<file path="src/rtl/fetch_unit_if.sv">
// Fetch-stage bus bundle: shared RAM read port plus the instruction valid/ready
// handshake and branch redirect toward the execute stage.
interface fetch_unit_if;
  logic [15:0] bus_RAM_DATA_OUT;
  logic [15:0] bus_FETCH_ADDRESS;
  logic        wire_fetch_bus_req;
  logic        wire_fetch_bus_gnt;
  logic [15:0] bus_IR;
  logic [15:0] bus_IMM;
  logic [15:0] bus_PC;
  logic        wire_instr_valid;
  logic        wire_instr_ready;
  logic        wire_branch_taken;
  logic [15:0] bus_branch_target;

  modport master (
    input  bus_RAM_DATA_OUT, wire_fetch_bus_gnt, wire_instr_ready,
           wire_branch_taken, bus_branch_target,
    output bus_FETCH_ADDRESS, wire_fetch_bus_req, bus_IR, bus_IMM, bus_PC,
           wire_instr_valid
  );

  modport slave (
    output bus_RAM_DATA_OUT, wire_fetch_bus_gnt, wire_instr_ready,
           wire_branch_taken, bus_branch_target,
    input  bus_FETCH_ADDRESS, wire_fetch_bus_req, bus_IR, bus_IMM, bus_PC,
           wire_instr_valid
  );
endinterface

</file>
<file path="src/rtl/fetch_unit.sv">
// Instruction fetch: reads one/two-word instructions over a granted RAM port and
// offers them to execute via valid/ready. Optional macro FETCH_DEBUG_EN adds data_debug.
module fetch_unit #(
  parameter logic [15:0] RESET_PC    = 16'h0000,
  parameter int          RAM_LATENCY = 1
) (
  input  logic         wire_clock,
  input  logic         wire_reset_n,
  fetch_unit_if.master fbus
`ifdef FETCH_DEBUG_EN
  ,
  output logic [15:0]  data_debug
`endif
);

  typedef enum logic [2:0] {
    IDLE    = 3'd0,
    REQ_W0  = 3'd1,
    WAIT_W0 = 3'd2,
    REQ_W1  = 3'd3,
    WAIT_W1 = 3'd4,
    HOLD    = 3'd5
  } state_t;

  localparam logic [1:0] LAT_LOAD = 2'(RAM_LATENCY - 1);

  state_t      state, state_nxt;
  logic [15:0] fetch_pc;
  logic [1:0]  lat_cnt;
  logic        gnt, branch, lat_done, two_word, launch, cap_w0, cap_w1;

  function automatic logic opcode_is_two_word(input logic [5:0] op);
    return op inside {6'b110000, 6'b110001, 6'b111000, 6'b000010, 6'b000011};
  endfunction

  assign gnt      = fbus.wire_fetch_bus_gnt;
  assign branch   = fbus.wire_branch_taken;
  assign lat_done = (lat_cnt == 2'd0);
  assign two_word = opcode_is_two_word(fbus.bus_RAM_DATA_OUT[15:10]);
  assign launch   = ((state == REQ_W0) || (state == REQ_W1)) && gnt;
  // A beat is only taken if the grant held through the whole wait window.
  assign cap_w0   = !branch && (state == WAIT_W0) && gnt && lat_done;
  assign cap_w1   = !branch && (state == WAIT_W1) && gnt && lat_done;

  // NOTE: sequential state uses non-blocking assignments so every flop samples pre-edge values.
  always_ff @(posedge wire_clock or negedge wire_reset_n) begin
    if (!wire_reset_n) state <= IDLE;
    else               state <= state_nxt;
  end

  // NOTE: default assignment first so no path through the case infers a latch.
  always_comb begin
    state_nxt = state;
    if (branch) begin
      state_nxt = REQ_W0;
    end else begin
      case (state)
        IDLE:    state_nxt = REQ_W0;
        REQ_W0:  if (gnt) state_nxt = WAIT_W0;
        WAIT_W0: begin
          if (!gnt)          state_nxt = REQ_W0;
          else if (lat_done) state_nxt = two_word ? REQ_W1 : HOLD;
        end
        REQ_W1:  if (gnt) state_nxt = WAIT_W1;
        WAIT_W1: begin
          if (!gnt)          state_nxt = REQ_W1;
          else if (lat_done) state_nxt = HOLD;
        end
        HOLD:    if (fbus.wire_instr_ready) state_nxt = REQ_W0;
        default: state_nxt = IDLE;
      endcase
    end
  end

  always_comb begin
    fbus.wire_fetch_bus_req = 1'b0;
    fbus.wire_instr_valid   = 1'b0;
    case (state)
      REQ_W0, WAIT_W0, REQ_W1, WAIT_W1: fbus.wire_fetch_bus_req = 1'b1;
      HOLD:                             fbus.wire_instr_valid   = 1'b1;
      default: ;
    endcase
  end

  assign fbus.bus_FETCH_ADDRESS = fetch_pc;

  always_ff @(posedge wire_clock or negedge wire_reset_n) begin
    if (!wire_reset_n) begin
      fetch_pc     <= RESET_PC;
      lat_cnt      <= 2'd0;
      fbus.bus_IR  <= 16'h0000;
      fbus.bus_IMM <= 16'h0000;
      fbus.bus_PC  <= 16'h0000;
    end else if (branch) begin
      fetch_pc <= fbus.bus_branch_target;
    end else begin
      if (launch)                                                  lat_cnt <= LAT_LOAD;
      else if ((state == WAIT_W0 || state == WAIT_W1) && !lat_done) lat_cnt <= lat_cnt - 2'd1;

      if (cap_w0) begin
        fbus.bus_IR <= fbus.bus_RAM_DATA_OUT;
        fbus.bus_PC <= fetch_pc;
        fetch_pc    <= fetch_pc + 16'd1;
        if (!two_word) fbus.bus_IMM <= 16'h0000;
      end
      if (cap_w1) begin
        fbus.bus_IMM <= fbus.bus_RAM_DATA_OUT;
        fetch_pc     <= fetch_pc + 16'd1;
      end
    end
  end

`ifdef FETCH_DEBUG_EN
  logic [7:0] accept_cnt;

  always_ff @(posedge wire_clock or negedge wire_reset_n) begin
    if (!wire_reset_n)                                accept_cnt <= 8'd0;
    else if (state == HOLD && fbus.wire_instr_ready) accept_cnt <= accept_cnt + 8'd1;
  end

  assign data_debug = {1'b0, state, 4'h0, accept_cnt};
`endif

endmodule

</file>
<file path="src/flat_wrapper.sv">
// flat-port wrapper written by rule: the top's interface ports become plain ports
module fetch_unit_flat 
#(
  parameter logic [15:0] RESET_PC    = 16'h0000,
  parameter int          RAM_LATENCY = 1
)
  (wire_clock, wire_reset_n, fbus_bus_RAM_DATA_OUT, fbus_wire_fetch_bus_gnt, fbus_wire_instr_ready, fbus_wire_branch_taken, fbus_bus_branch_target, fbus_bus_FETCH_ADDRESS, fbus_wire_fetch_bus_req, fbus_bus_IR, fbus_bus_IMM, fbus_bus_PC, fbus_wire_instr_valid);
  fetch_unit_if fbus_i ();
  input  logic wire_clock;
  input  logic wire_reset_n;
  input wire logic [$bits(fbus_i.bus_RAM_DATA_OUT)-1:0] fbus_bus_RAM_DATA_OUT;
  input wire logic [$bits(fbus_i.wire_fetch_bus_gnt)-1:0] fbus_wire_fetch_bus_gnt;
  input wire logic [$bits(fbus_i.wire_instr_ready)-1:0] fbus_wire_instr_ready;
  input wire logic [$bits(fbus_i.wire_branch_taken)-1:0] fbus_wire_branch_taken;
  input wire logic [$bits(fbus_i.bus_branch_target)-1:0] fbus_bus_branch_target;
  output wire logic [$bits(fbus_i.bus_FETCH_ADDRESS)-1:0] fbus_bus_FETCH_ADDRESS;
  output wire logic [$bits(fbus_i.wire_fetch_bus_req)-1:0] fbus_wire_fetch_bus_req;
  output wire logic [$bits(fbus_i.bus_IR)-1:0] fbus_bus_IR;
  output wire logic [$bits(fbus_i.bus_IMM)-1:0] fbus_bus_IMM;
  output wire logic [$bits(fbus_i.bus_PC)-1:0] fbus_bus_PC;
  output wire logic [$bits(fbus_i.wire_instr_valid)-1:0] fbus_wire_instr_valid;
  assign fbus_i.bus_RAM_DATA_OUT = fbus_bus_RAM_DATA_OUT;
  assign fbus_i.wire_fetch_bus_gnt = fbus_wire_fetch_bus_gnt;
  assign fbus_i.wire_instr_ready = fbus_wire_instr_ready;
  assign fbus_i.wire_branch_taken = fbus_wire_branch_taken;
  assign fbus_i.bus_branch_target = fbus_bus_branch_target;
  assign fbus_bus_FETCH_ADDRESS = fbus_i.bus_FETCH_ADDRESS;
  assign fbus_wire_fetch_bus_req = fbus_i.wire_fetch_bus_req;
  assign fbus_bus_IR = fbus_i.bus_IR;
  assign fbus_bus_IMM = fbus_i.bus_IMM;
  assign fbus_bus_PC = fbus_i.bus_PC;
  assign fbus_wire_instr_valid = fbus_i.wire_instr_valid;
  fetch_unit #(.RESET_PC(RESET_PC), .RAM_LATENCY(RAM_LATENCY)) u_core (.wire_clock(wire_clock), .wire_reset_n(wire_reset_n), .fbus(fbus_i));
endmodule
</file>
<file path="config.mk">
export PLATFORM = sky130hd
export DESIGN_NAME = fetch_unit_flat
export DESIGN_NICKNAME = d
export VERILOG_FILES = /design/src/rtl/fetch_unit_if.sv /design/src/rtl/fetch_unit.sv /design/src/flat_wrapper.sv
export SDC_FILE = /design/constraint.sdc
export NUM_CORES = 1
export LEC_CHECK = 0
export CAP_MARGIN = 5
export CORE_MARGIN = 4
export CORE_UTILIZATION = 51
export CTS_BUF_LIST = sky130_fd_sc_hd__clkbuf_4 sky130_fd_sc_hd__clkbuf_8
export DETAILED_ROUTE_END_ITERATION = 16
export PLACE_DENSITY = 0.86
export SYNTH_ARGS = -nofsm -noshare
export SYNTH_HDL_FRONTEND = slang
export SYNTH_SLANG_ARGS = --single-unit
</file>
<file path="constraint.sdc">
create_clock -name wire_clock -period 4.6 [get_ports wire_clock]
set_input_delay 0.69 -clock wire_clock [delete_from_list [all_inputs] [get_ports wire_clock]]
set_output_delay 0.69 -clock wire_clock [all_outputs]
set_load 0.02 [all_outputs]
</file>
After elaboration in Yosys (flattened, before gate mapping)
Index checks and enable logic that the tools add are counted.
{"block": "classes", "muxes": 20, "eq_ne": 16, "n_addsub": 2, "reduce_logical": 23, "bitwise": 1}
{"op": "two-way mux 16 bit", "n": 6}
{"op": "two-way mux 3 bit", "n": 9}
{"op": "== test 6 bit, second input constant", "n": 3}
{"op": "case mux 3 bit (6 select lines)", "n": 1}
{"op": "adder 16 x 1 -> 16 bit, second input constant", "n": 1}
{"op": "== test 6 x 2 -> 1 bit, second input constant", "n": 2}
{"op": "!= test 3 bit, second input constant", "n": 3}
{"op": "logical AND 1 bit", "n": 8}
{"op": "!= test 4 x 3 -> 1 bit, second input constant", "n": 2}
{"op": "== test 3 x 2 -> 1 bit, second input constant", "n": 2}
{"op": "== test 3 bit, second input constant", "n": 2}
{"op": "AND reduction 5 bit", "n": 1}
{"op": "nonzero test 5 bit", "n": 1}
{"op": "two-way mux 2 bit", "n": 2}
{"op": "AND reduction 2 bit", "n": 2}
{"op": "nonzero test 2 bit", "n": 2}
{"op": "OR reduction 4 bit", "n": 1}
{"op": "== test 3 x 1 -> 1 bit, second input constant", "n": 1}
{"op": "logical NOT 3 bit", "n": 1}
{"op": "AND reduction 3 bit", "n": 1}
{"op": "nonzero test 3 bit", "n": 1}
{"op": "logical NOT 1 bit", "n": 2}
{"op": "logical NOT 2 bit", "n": 1}
{"op": "logical OR 1 bit", "n": 2}
{"op": "4 further kinds", "n": 5}
{"block": "totals", "out_inout_bits": 66, "elab_cells": 68, "register_bits": 69}

Longest topological paths before layout
Gate-level depths: netlist of the first run.
{"block": "depth", "ltp_word": 7, "mapped_depth": 8, "depth_no_buf": 6}

Worst setup path after synthesis of the first run
OpenSTA, ideal clock, no wires.
{"block": "synth_timing", "path_type": "input to register", "startpoint": "input fbus_bus_RAM_DATA_OUT[13]", "endpoint": "register u_core.fbus.bus_IMM[10]", "required_time_ps": 4534, "arrival_ps": 1847, "path_slack_ps": 2687, "path_stages": 5, "setup_time_ps": 66, "path_buffers": 1, "path_cell_list": "nor4b_1 -> a221oi_1 -> o21ai_1 -> buf_2 -> a22o_1"}
{"block": "synth_via", "elab_chain_len": 4, "word_cells_on_any_way": 8}
{"element": "start, declared", "line_no": "flat_wrapper.sv:11", "rtl": "input wire logic [$bits(fbus_i.bus_RAM_DATA_OUT)-1:0] fbus_bus_RAM_DATA_OUT;"}
{"element": "== test 6 bit or == test 6 x 2 -> 1 bit (tied branches)", "line_no": "fetch_unit.sv:33", "rtl": "return op inside {6'b110000, 6'b110001, 6'b111000, 6'b000010, 6'b000011};"}
{"element": "nonzero test 5 bit (*)", "line_no": "fetch_unit.sv:33"}
{"element": "!= test 2 bit (no source line) (*)"}
{"element": "AND reduction 3 bit (no source line) (*)"}
{"element": "end signal, assigned", "line_no": "fetch_unit.sv:107", "rtl": "fbus.bus_IMM <= fbus.bus_RAM_DATA_OUT;"}
{"element": "end, declared", "line_no": "fetch_unit_if.sv:19", "rtl": "output bus_FETCH_ADDRESS, wire_fetch_bus_req, bus_IR, bus_IMM, bus_PC,"}
Every way passes the cells marked *; elsewhere a longest branch is shown, timed or not.
A chain may end at the register's enable or synchronous reset.

Worst setup path in the final report of the first run
{"block": "layout_timing", "startpoint": "input fbus_bus_RAM_DATA_OUT[14]", "endpoint": "register u_core.fbus.bus_IMM[4]"}
The elaborated chain is that of the path after synthesis.

==> results.json, run 1 <==
{
  "peakVddDrop_uv": 289.1,
  "hold_path_class": "input pin to async pin",
  "slew_headroom": 0.1995,
  "viasPerCell": 5.690,
  "place.gp.congestion": 0.8095,
  "routedWlPerCell_um": 17.34,
  "route.detailed.drc": 0,
  "cts_made_buffers": 9,
  "total_power_mw": 2.193,
  "maxSlewViolCount": 0,
  "status": "finished clean",
  "dr.pass1.iters": 5,
  "worstMarginPinSlew_ps": 1193,
  "die_area_mm2": 0.007561,
  "yosys_register_bits": 69,
  "grt_max_degree": 40,
  "seq_area_frac_synth": 0.5431,
  "root_buffer": "clkbuf_8",
  "clk_latency_ps": 340,
  "endpoint_kind": "flop",
  "post_cts_resized": 0,
  "cts_hold_buf": 0,
  "drive_above_1_share": 0.1565,
  "finalNetCount": 411,
  "synth_top_cell_by_area": "dfrtp_1",
  "core_region_area_mm2": 0.005991,
  "syn2layout_area_growth_pct": 39.12,
  "antenna_cells": 0,
  "h-tree-depth": 3,
  "utilization": 0.7383,
  "yosysWarnings": 0,
  "nFillCells": 410,
  "synthArstFlopShare": 1.000,
  "dpl.hpwl_um": 5613,
  "vias": 2572,
  "p_leak_nw": 1.927,
  "arrival_ps": 2950,
  "hold_slack_ps": 475.9,
  "io_buffer_count": 102,
  "setup_tns_ps": 0,
  "hold_violations": 0,
  "synth_area_leaders": "dfrtp_1 (54%), mux2_2 (11%), a22o_1 (4.7%)",
  "dr.first_iter.drc_count": 135,
  "grt_pass1_wl_um": 13040,
  "reg2reg_to": "u_core.fbus.bus_FETCH_ADDRESS[15]",
  "synth_cell_type_count": 52,
  "clock-skew-final_ps": 7.085,
  "dieHeight_um": 86.96,
  "synthCells": 273,
  "num_rows": 28,
  "final_cell_mix": "clkdlybuf4s50_1 (101), dfrtp_1 (69), mux2_2 (32)",
  "period_needed_ps": 2685,
  "synthFlopType": "dfrtp_1",
  "fmax_mhz": 372.5,
  "finalCritPeriodShare": 0.5836,
  "r2r_start": "u_core.lat_cnt[0]",
  "netlist_area_mm2": 0.003179,
  "path_clk_slew_ps": 70,
  "p_per_area_mw_per_mm2": 495.8,
  "grt_overflow_total": 0,
  "initial_core_util": 0.5307,
  "fp.dieW_um": 86.96,
  "layout_commonest_cell": "clkdlybuf4s50_1",
  "post-cts-setup-buffer-count": 0,
  "path_class": "input pin to flop",
  "cts_tree": "done",
  "start_kind": "input pin",
  "rrSetupSlack_ps": 2330,
  "synth_edf_count": 0,
  "first_global_vias": 2598,
  "io_pins": 103,
  "clock-sinks": 69,
  "routed_wl_um": 7839,
  "synth_nets": 312,
  "antenna_left": 0,
  "rsz0062_at_grt": "no",
  "antenna_found_initial": 0,
  "clock_tree.buffer_depth": 2,
  "cap_violations": 0,
  "critPathRequiredTime_ps": 4870,
  "syn_area_per_cell_um2": 11.65,
  "synth_top_area_share": 0.5431,
  "setup_viol": 0,
  "reg2reg_depth": 6,
  "track_usage": 0.2215,
  "worstPathMaxFanout": 16
}
## power by group
part	switching (mW)	internal [mW]
combinational	0.395	0.432
sequential	0.120	0.760
clock	0.219	0.268
## sequential cells by signal, summed over array words and instances (netlist names)
signal and count:
u_core.fbus.bus_FETCH_ADDRESS 16, u_core.state 3, u_core.fbus.bus_PC 16, u_core.lat_cnt 2, u_core.fbus.bus_IMM 16, u_core.fbus.bus_IR 16
## synth_stat cells, types with 2 or more instances
library cell,n
xnor2_1,5
nand2_1,17
nor3b_1,3
dfrtp_1,69
nor2_1,13
mux2_2,32
buf_2,7
nand4_1,4
nand3_1,5
o21ai_0,11
xor2_1,2
o22ai_1,3
and3_1,2
nand2b_1,5
or4_1,8
nor2b_1,4
o211ai_1,3
inv_1,8
and2_1,2
clkbuf_1,8
ha_1,2
a31oi_1,6
a21oi_1,4
o31ai_1,5
a22o_1,17
nor4_1,2
## cells by family (layout without fill, tap and decap cells)
group,count (synthesis),in the layout,synth area share
simple gates,76,76,0.1366
compound gates,58,58,0.1314
buf+inv,26,130,0.03699
xor+xnor,8,8,0.02440
fa+ha+maj,3,3,0.01102
flops,69,69,0.5431
mux,33,33,0.1165
## worst max-delay path by stage
stage | from | slack, ps | endpoint | cells after the start
final | fbus_bus_RAM_DATA_OUT[14] | 1920 | u_core.fbus.bus_IMM[4] | 5
after global routing | fbus_bus_RAM_DATA_OUT[14] | 1630 | u_core.fbus.bus_IMM[1] | 5
after CTS | u_core.state[2] | 1930 | fbus_wire_instr_valid | 3
after detailed placement | fbus_bus_RAM_DATA_OUT[13] | 1590 | u_core.fbus.bus_IMM[4] | 5
after global placement | fbus_bus_RAM_DATA_OUT[14] | 1740 | u_core.fbus.bus_IMM[15] | 5
after floorplan | fbus_bus_RAM_DATA_OUT[13] | 2690 | u_core.fbus.bus_IMM[10] | 5
## critical path, cell delays in order
cell and delay, ps:
clkdlybuf4s50_1 530, nor4bb_1 380, a221oi_1 140, o21ai_1 940, a22o_1 260
## per-layer routing
layer | routed length, µm | GRT usage | up-vias
met1 | 3349 | 0.3015 | 1253
met3 | 472 | 0.03595 | 16
met2 | 3820 | 0.3527 | 97
met5 | 0 | 0 | -
met4 | 197 | 0.09207 | 0
li1 | - | - | 1206
## through the flow
stage | setup WS, ps | cell area [µm²] | instances
after global placement | 1740 | 4228 | 436
after detailed placement | 1590 | 4228 | 436
after global routing | 1635 | 4423 | 452
after CTS | 1931 | 4423 | 452
after floorplan | 2687 | 3179 | 273
final | 1915 | 4423 | 452
## final cells by class
| cell class | instances | area (µm²) | share of cell area |
|---|---|---|---|
| clock buffers | 11 | 145.1 | 0.03281 |
| clock inverters | 5 | 50.05 | 0.01132 |
| inverters | 9 | 33.78 | 0.007638 |
| multi-input cells | 178 | 1335 | 0.3018 |
| flip-flops and latches | 69 | 1727 | 0.3904 |
| well taps | 75 | 93.84 | 0.02122 |
| repair buffers | 105 | 1039 | 0.2348 |
Note: power is estimated with default switching activity, not from simulation.
==> run 2: changes to the inputs <==
--- a/config.mk
+++ b/config.mk
@@ -7,10 +7,10 @@
 export LEC_CHECK = 0
 export CAP_MARGIN = 5
 export CORE_MARGIN = 4
-export CORE_UTILIZATION = 51
+export CORE_UTILIZATION = 48
 export CTS_BUF_LIST = sky130_fd_sc_hd__clkbuf_4 sky130_fd_sc_hd__clkbuf_8
 export DETAILED_ROUTE_END_ITERATION = 16
-export PLACE_DENSITY = 0.86
+export PLACE_DENSITY = 0.82
 export SYNTH_ARGS = -nofsm -noshare
 export SYNTH_HDL_FRONTEND = slang
 export SYNTH_SLANG_ARGS = --single-unit
==> constraint.sdc (replaced) <==
create_clock -name wire_clock -period 2.7 [get_ports wire_clock]
set_input_delay 0.405 -clock wire_clock [delete_from_list [all_inputs] [get_ports wire_clock]]
set_output_delay 0.405 -clock wire_clock [all_outputs]
set_load 0.02 [all_outputs]
==> results.json, run 2 (synthesis results as in run 1) <==
{
  "grt_busiest_layer": "met2",
  "p_per_area_mw_per_mm2": 890.9,
  "worstMarginPinSlew_ps": 1016,
  "finalCritPeriodShare": 0.8726,
  "dr.pass1.iters": 5,
  "place.gp.congestion": 0.8058,
  "met2_usage": 0.3302,
  "core_region_area_mm2": 0.006386,
  "rsz0062_at_grt": "no",
  "root_buffer": "clkbuf_8",
  "endpoint_kind": "primary output",
  "arrival_ps": 1950,
  "route.detailed.drc": 0,
  "peakVddDrop_uv": 580.7,
  "p_leak_nw": 1.981,
  "cap_violations": 0,
  "io_pins": 103,
  "vias": 2621,
  "fmax_mhz": 424.4,
  "finalNetCount": 415,
  "first_global_vias": 2542,
  "total_power_mw": 4.048,
  "track_usage": 0.2115,
  "maxSlewViolCount": 0,
  "h-tree-depth": 3,
  "io_buffer_count": 102,
  "dpl.hpwl_um": 5772,
  "final_area_mm2": 0.004544,
  "layout_commonest_cell": "clkdlybuf4s50_1",
  "drive_above_1_share": 0.1654,
  "cts_made_buffers": 9,
  "clock_tree.buffer_depth": 2,
  "path_clk_slew_ps": 80,
  "worstPathMaxFanout": 12,
  "hold_violations": 0,
  "utilization": 0.7116,
  "cts_tree": "done",
  "use_met3": 0.05253,
  "fp.dieW_um": 89.39,
  "start_kind": "flop",
  "num_rows": 29,
  "initial_core_util": 0.4978,
  "clock-sinks": 69,
  "cts_hold_buf": 0,
  "clock-skew-final_ps": 7.856,
  "dpl_cell_area_mm2": 0.004273,
  "post_cts_resized": 0,
  "path_class": "flop to primary output",
  "critPathRequiredTime_ps": 2300,
  "routed_wl_um": 8108,
  "antenna_left": 0,
  "viasPerCell": 5.723,
  "dr.first_iter.drc_count": 136,
  "syn2layout_area_growth_pct": 42.94,
  "grt_overflow_total": 0,
  "routedWlPerCell_um": 17.70,
  "period_needed_ps": 2356,
  "final_cell_mix": "clkdlybuf4s50_1 (101), dfrtp_1 (69), mux2_2 (32)",
  "post-cts-setup-buffer-count": 0,
  "gr-usage-met1": 0.2885,
  "hold_path_class": "input pin to async pin",
  "status": "finished clean",
  "clk_latency_ps": 350,
  "timing.final.ws_setup_ps": 343.9,
  "slew_headroom": 0.3188,
  "dieHeight_um": 89.39,
  "grt_max_degree": 41,
  "antenna_found_initial": 0,
  "antenna_cells": 0,
  "setup_tns_ps": 0,
  "grt_pass1_wl_um": 12820,
  "die_area_mm2": 0.007990,
  "place_ws_ps": 352.4,
  "setup_viol": 0
}
[run 2: cell types whose count changed in the layout (fill, tap and decap cells not counted), sizes merged]
cell and delta:
bufinv +3, buf +4, clkinv -2, clkbuf -1
[run 2: layer usage]
layer,wire length (µm),vias to the layer above
met5,0,-
met4,160,0
met3,575,12
met2,3858,115
met1,3514,1288
li1,-,1206
[run 2: final cells by class]
type	instances	area [µm²]
Tap cell	77	96.34
Sequential cell	69	1727
Timing Repair Buffer	109	1081
Clock inverter	6	133.9
Inverter	9	33.78
Fill cell	457	1842
Clock buffer	10	137.6
Multi-Input combinational cell	178	1335
[run 2: worst paths after layout]
| path | from | to | slack (ps) | depth (start not counted) |
|---|---|---|---|---|
| max | u_core.state[1] | fbus_wire_instr_valid | 340 | 3 |
| min | wire_reset_n | u_core.fbus.bus_PC[12] | 90 | 1 |
| max reg2reg | u_core.lat_cnt[0] | u_core.fbus.bus_FETCH_ADDRESS[15] | 410 | 6 |
| min reg2reg | u_core.fbus.bus_IR[12] | u_core.fbus.bus_IR[12] | 510 | 1 |
| max in group asynchronous | wire_reset_n | u_core.fbus.bus_IMM[6] | 1960 | 2 |
| min in group wire_clock | u_core.fbus.bus_IR[12] | u_core.fbus.bus_IR[12] | 510 | 1 |
[run 2: metrics by stage]
stage	cells	hold slack, ps
after CTS	458	107.4
after detailed placement	442	486.3
after floorplan	273	109.4
final	458	88.72
after global routing	458	138.3
after global placement	442	482.3
[run 2: critical path, cell delays in order (launching register included)]
cell and delay [ps]:
dfrtp_1 530, nand2b_1 290, nor2_1 160, clkdlybuf4s50_1 620
[run 2: where the power goes]
part           total (mW)  internal, mW  switching [mW]
sequential           1.49          1.30           0.196
clock                1.13         0.732           0.394
combinational        1.43         0.744           0.687
total                4.05          2.77            1.28
